**src/rtl/cache_fill_fsm.sv**
```systemverilog
`default_nettype none
// ============================================================================
// Module   : cache_fill_fsm
// Purpose  : Cache miss fill controller; fetches a whole block word by word
//            from main memory, streams it into the data array, then writes tag.
// Revision : 1.0  initial release
// ============================================================================
module cache_fill_fsm #(
  parameter int OFFSET_W = 3
) (
  input  logic                clk,
  input  logic                rst,
  input  logic                miss_detected,
  input  logic [15:0]         miss_address,
  output logic                fsm_busy,
  output logic                mem_enable,
  output logic [15:0]         memory_address,
  input  logic                memory_data_valid,
  input  logic [15:0]         memory_data,
  output logic                write_data_array,
  output logic                write_tag_array,
  output logic [OFFSET_W-1:0] fill_word_offset,
  output logic [15:0]         fill_data
);

  typedef enum logic [0:0] {
    IDLE = 1'b0,
    FILL = 1'b1
  } state_t;

  localparam logic [OFFSET_W:0] C_WORDS = {1'b1, {OFFSET_W{1'b0}}};
  localparam logic [OFFSET_W:0] C_LAST  = {1'b0, {OFFSET_W{1'b1}}};
  localparam logic [OFFSET_W:0] C_ONE   = {{OFFSET_W{1'b0}}, 1'b1};

  state_t                state_q, state_d;
  // Only the block number is kept; the offset bits of the base are always zero.
  logic [14-OFFSET_W:0]  base_q, base_d;
  logic [OFFSET_W:0]     issue_cnt_q, issue_cnt_d;
  logic [OFFSET_W:0]     recv_cnt_q, recv_cnt_d;
  logic                  unused_miss_lsbs;

  assign unused_miss_lsbs = ^miss_address[OFFSET_W:0];
  assign fill_data        = memory_data;

  always_comb begin
    state_d          = state_q;
    base_d           = base_q;
    issue_cnt_d      = issue_cnt_q;
    recv_cnt_d       = recv_cnt_q;
    fsm_busy         = 1'b0;
    mem_enable       = 1'b0;
    memory_address   = 16'h0000;
    write_data_array = 1'b0;
    write_tag_array  = 1'b0;
    fill_word_offset = '0;

    if (!rst) begin
      case (state_q)
        IDLE: begin
          if (miss_detected) begin
            fsm_busy       = 1'b1;
            mem_enable     = 1'b1;
            memory_address = {miss_address[15:OFFSET_W+1], {(OFFSET_W+1){1'b0}}};
            base_d         = miss_address[15:OFFSET_W+1];
            issue_cnt_d    = C_ONE;
            recv_cnt_d     = '0;
            state_d        = FILL;
          end
        end
        FILL: begin
          fsm_busy = 1'b1;
          // Word index replaces the offset field, so the tag bits never carry.
          if (issue_cnt_q < C_WORDS) begin
            mem_enable     = 1'b1;
            memory_address = {base_q, issue_cnt_q[OFFSET_W-1:0], 1'b0};
            issue_cnt_d    = issue_cnt_q + C_ONE;
          end
          if (memory_data_valid) begin
            write_data_array = 1'b1;
            fill_word_offset = recv_cnt_q[OFFSET_W-1:0];
            recv_cnt_d       = recv_cnt_q + C_ONE;
            if (recv_cnt_q == C_LAST) begin
              write_tag_array = 1'b1;
              state_d         = IDLE;
            end
          end
        end
        default: state_d = IDLE;
      endcase
    end
  end

  always_ff @(posedge clk) begin
    if (rst) begin
      state_q     <= IDLE;
      base_q      <= '0;
      issue_cnt_q <= '0;
      recv_cnt_q  <= '0;
    end else begin
      state_q     <= state_d;
      base_q      <= base_d;
      issue_cnt_q <= issue_cnt_d;
      recv_cnt_q  <= recv_cnt_d;
    end
  end

endmodule
`default_nettype wire
```
**config.mk**
```make
export PLATFORM = sky130hd
export DESIGN_NAME = cache_fill_fsm
export DESIGN_NICKNAME = d
export VERILOG_FILES = /design/src/rtl/cache_fill_fsm.sv
export SDC_FILE = /design/constraint.sdc
export NUM_CORES = 1
export LEC_CHECK = 0
export CORE_ASPECT_RATIO = 1.75
export CORE_MARGIN = 2
export CORE_UTILIZATION = 38
export DETAILED_ROUTE_END_ITERATION = 8
export DONT_BUFFER_PORTS = 1
export GPL_ROUTABILITY_DRIVEN = 0
export GPL_TIMING_DRIVEN = 0
export PLACE_DENSITY = 0.62
export SYNTH_ARGS = -nofsm -noshare
export SYNTH_HDL_FRONTEND = slang
export SYNTH_SLANG_ARGS = --single-unit
```
**constraint.sdc**
```tcl
create_clock -name clk -period 1.3 [get_ports clk]
set_clock_uncertainty 0.05 [all_clocks]
set_input_delay 0.325 -clock clk [delete_from_list [all_inputs] [get_ports clk]]
set_output_delay 0.325 -clock clk [all_outputs]
set_load 0.005 [all_outputs]
```
==> results by group <==
GRT
  • M2 GR Usage: between 30% and 40%
  • All-layer global routing usage: roughly 17%
  • Initial antenna violation count: 0
  • Vias in the first global route: a little over 1,000
  • GR peak layer: met2
  • Met1 Track Usage GR: around 17%
  • Largest net degree at the start of global routing: 13
  • GR Layer Usage met3: about 2.8%
  • GR Overflow Total: 0
  • First-pass GRT wire length: around 4500 um

Place
  • Placed cell area: 1190 sq um
  • PortBufs: 0
  • Pre-CTS WS: -192 ps
  • Post-DP HPWL: between 2000 and 2500 um

Run status
  • Failing checks: negative setup slack
  • Outcome: finished with violations

Yosys
  • Number of synthesized flops with an enable pin: 0
  • Seq cells post-synth: 21
  • Register area share after synthesis: 37.1%
  • Cell count after synthesis: approximately 150
  • Synth Cell Area: about 1100 sq um
  • Syn Nets: approximately 190
  • Main flop type after synthesis: dfxtp_1
  • Yosys cell types: 28
  • Async S/R FF share, synth: 0%
  • Post-synth top area cell: dfxtp_1
  • Dominant cells by area after synthesis: dfxtp_1 (37%), nand2_1 (13%), a21oi_1 (12%)
  • Synth top area share: between 30% and 40%
  • Syn_area_per_cell: around 7.4 sq um
  • Ys Warns: 0

Die
  • Core area: 2900 sq um
  • Initial Utilization: 39.2%
  • Num ports: 75
  • Die H: 76.3 um
  • Row count: 26
  • Die width: between 40 and 50 um
  • Die ar.: 3450 sq um

Clock network
  • CTS tree: yes
  • CTS Buf Count: 3
  • H-Tree Depth: 1
  • # clock sinks: 21
  • Root Driver: clkbuf_8
  • Clock transition at the registers of the reported paths: about 80 ps
  • Bufs on Longest Clock Path: 2
  • Later-pin clock latency in the skew report: 260 ps

Worst setup path
  • Crit Path Class: reg -> out
  • R2R depth: 6
  • Critical path data required time: 930 ps
  • Crit path max-delay family: flip-flops
  • Critical path's slowest cell: dfxtp_4
  • Critical path buffers and inverters: 1
  • Crit-path max FO: 5
  • CP cell instances: and2b_2 -> buf_6 -> nand2_1 -> a21oi_2
  • Crit path depth: 4
  • CP endpoint kind: output pin
  • Crit path launch type: register
  • WP data arrival: about 1300 ps
  • CP peak stage delay: 360 ps

Routing
  • Initial drt markers: 42
  • Vias per std cell: between 5 and 6
  • Remaining antenna violation count: 0
  • Pre-antenna DRT Iters: 4
  • DRC: 0
  • Wire length per cell: ~15 um
  • Routed WL: between 3000 and 4000 um
  • Total number of vias: 1,092

Power and ir drop
  • VDD IR max: 0.833 mV
  • PwrDens: 899 nW/um^2
  • Tot Pwr: about 1.4 mW
  • Leakage: around 0.6 nW

Final layout
  • Syn-to-layout area delta: 39.7%
  • Final instance area: between 1500 and 2000 sq um
  • Fillers: ~290
  • Final core utilization: a little over half
  • Layout cells sized above 1: between 40% and 50%
  • Diode count: 0
  • Nets: 211

STA
  • Max Fclk: between 0.6 and 0.7 GHz
  • Fin. Hold Viols: 0
  • RSZ-0062 raised after global routing: yes
  • Period utilisation layout: 125%
  • Pins over their slew limit: 0
  • Minimum clock period: between 1500 and 2000 ps
  • Final WS setup: -331 ps
  • Final setup viols: 25
  • Final setup TNS: -6160 ps

Worst hold path
  • WHS Path Cells: 2
  • Hold WC Path Type: in -> reg

Job
  • Max-cap violations: 0
==> state kept, by name (all words and copies together) (netlist names) <==
| register | flops |
|---|---|
| issue_cnt_q | 4 |
| state_q | 1 |
| base_q | 12 |
| recv_cnt_q | 4 |
==> timing repair <==
item | CTS | global route
hold buffers | 0 | 0
setup endpoints to repair | 25 | 24
setup buffers | 7 | 7
gates cloned | 1 | 0
gates resized for setup | 33 | 34
pin swaps | 3 | 17
==> cell families (layout without fill, tap and decap cells) <==
| group | count (synthesis) | count (layout) | synth area share (%) |
|---|---|---|---|
| adders and majority gates | 2 | 2 | 2.21 |
| buffers and inverters | 27 | 45 | 15.0 |
| muxes | 1 | 1 | 0.883 |
| other | 1 | 1 | 0.331 |
| and+or+nand+nor | 66 | 66 | 26.8 |
| AOI/OAI and AO/OA | 35 | 35 | 16.9 |
| xor gates and xnor gates | 1 | 1 | 0.773 |
| DFF | 21 | 21 | 37.1 |
==> cells in the final DEF (no fill, tap or decap), types with 2 or more instances in the layout <==
master | netlist | final
a211oi_1 | 2 | 2
a21oi_1 | 28 | 15
a21oi_2 | 0 | 12
and2b_2 | 0 | 2
buf_4 | 17 | 27
buf_6 | 0 | 7
clkbuf_1 | 5 | 2
clkbuf_4 | 0 | 2
clkbuf_8 | 0 | 3
dfxtp_1 | 21 | 20
nand2_1 | 40 | 32
nand2_2 | 0 | 5
nand2_4 | 0 | 2
nor2_1 | 6 | 2
nor2_4 | 0 | 3
nor3_1 | 6 | 4
nor3b_2 | 0 | 3
==> layer usage <==
layer  wire length, um  vias to the layer above  part of all wire [%]
li1                  -                      536                     -
met1              1100                      511                    36
met2              1760                       43                    58
met3               158                        2                   5.2
met4                24                        0                  0.79
met5                 0                        -                     0
==> synth_stat cells, types with 4 or more instances <==
cell type / n
a21oi_1: 28
buf_2: 4
buf_4: 17
clkbuf_1: 5
dfxtp_1: 21
nand2_1: 40
nor2_1: 6
nor3_1: 6
nor3b_1: 4
==> report_power, final <==
| part | leakage, nW | total, mW | internal, mW | switching (mW) |
|---|---|---|---|---|
| registers | 0.172 | 0.695 | 0.674 | 0.0212 |
| clock network | 0.0255 | 0.417 | 0.213 | 0.204 |
| logic | 0.386 | 0.312 | 0.149 | 0.164 |
==> path summary, 6_finish.rpt <==
path,startpoint,endpoint,slack [ps]
worst max-delay path,state_q$_SDFF_PP0_,memory_address[7],-330
worst min register to register,base_q[8]$_SDFFE_PP0P_,base_q[8]$_SDFFE_PP0P_,410
worst max register to register,state_q$_SDFF_PP0_,recv_cnt_q[0]$_SDFFE_PP0P_,-70
worst min-delay path,miss_address[14],base_q[10]$_SDFFE_PP0P_,160
==> layout make-up <==
cell class / count / area [sq um] / area share [%]
plain buffers: 26 / 200 / 12.6
flip-flops and latches: 21 / 424 / 26.8
multi-input cells: 106 / 751 / 47.4
repair buffers: 14 / 124 / 7.82
clock buffers: 3 / 41.3 / 2.61
clock inverters: 1 / 5.00 / 0.316
well taps: 28 / 35.0 / 2.21
inverters: 1 / 3.75 / 0.237
==> stage by stage <==
stage          instances  hold WS [ps]
6_report             200           161
5_1_grt              200           164
4_1_cts              194           175
3_5_place_dp         182           399
3_3_place_gp         182           393
2_1_floorplan        154           387
Power figures use the tool's default switching activity.
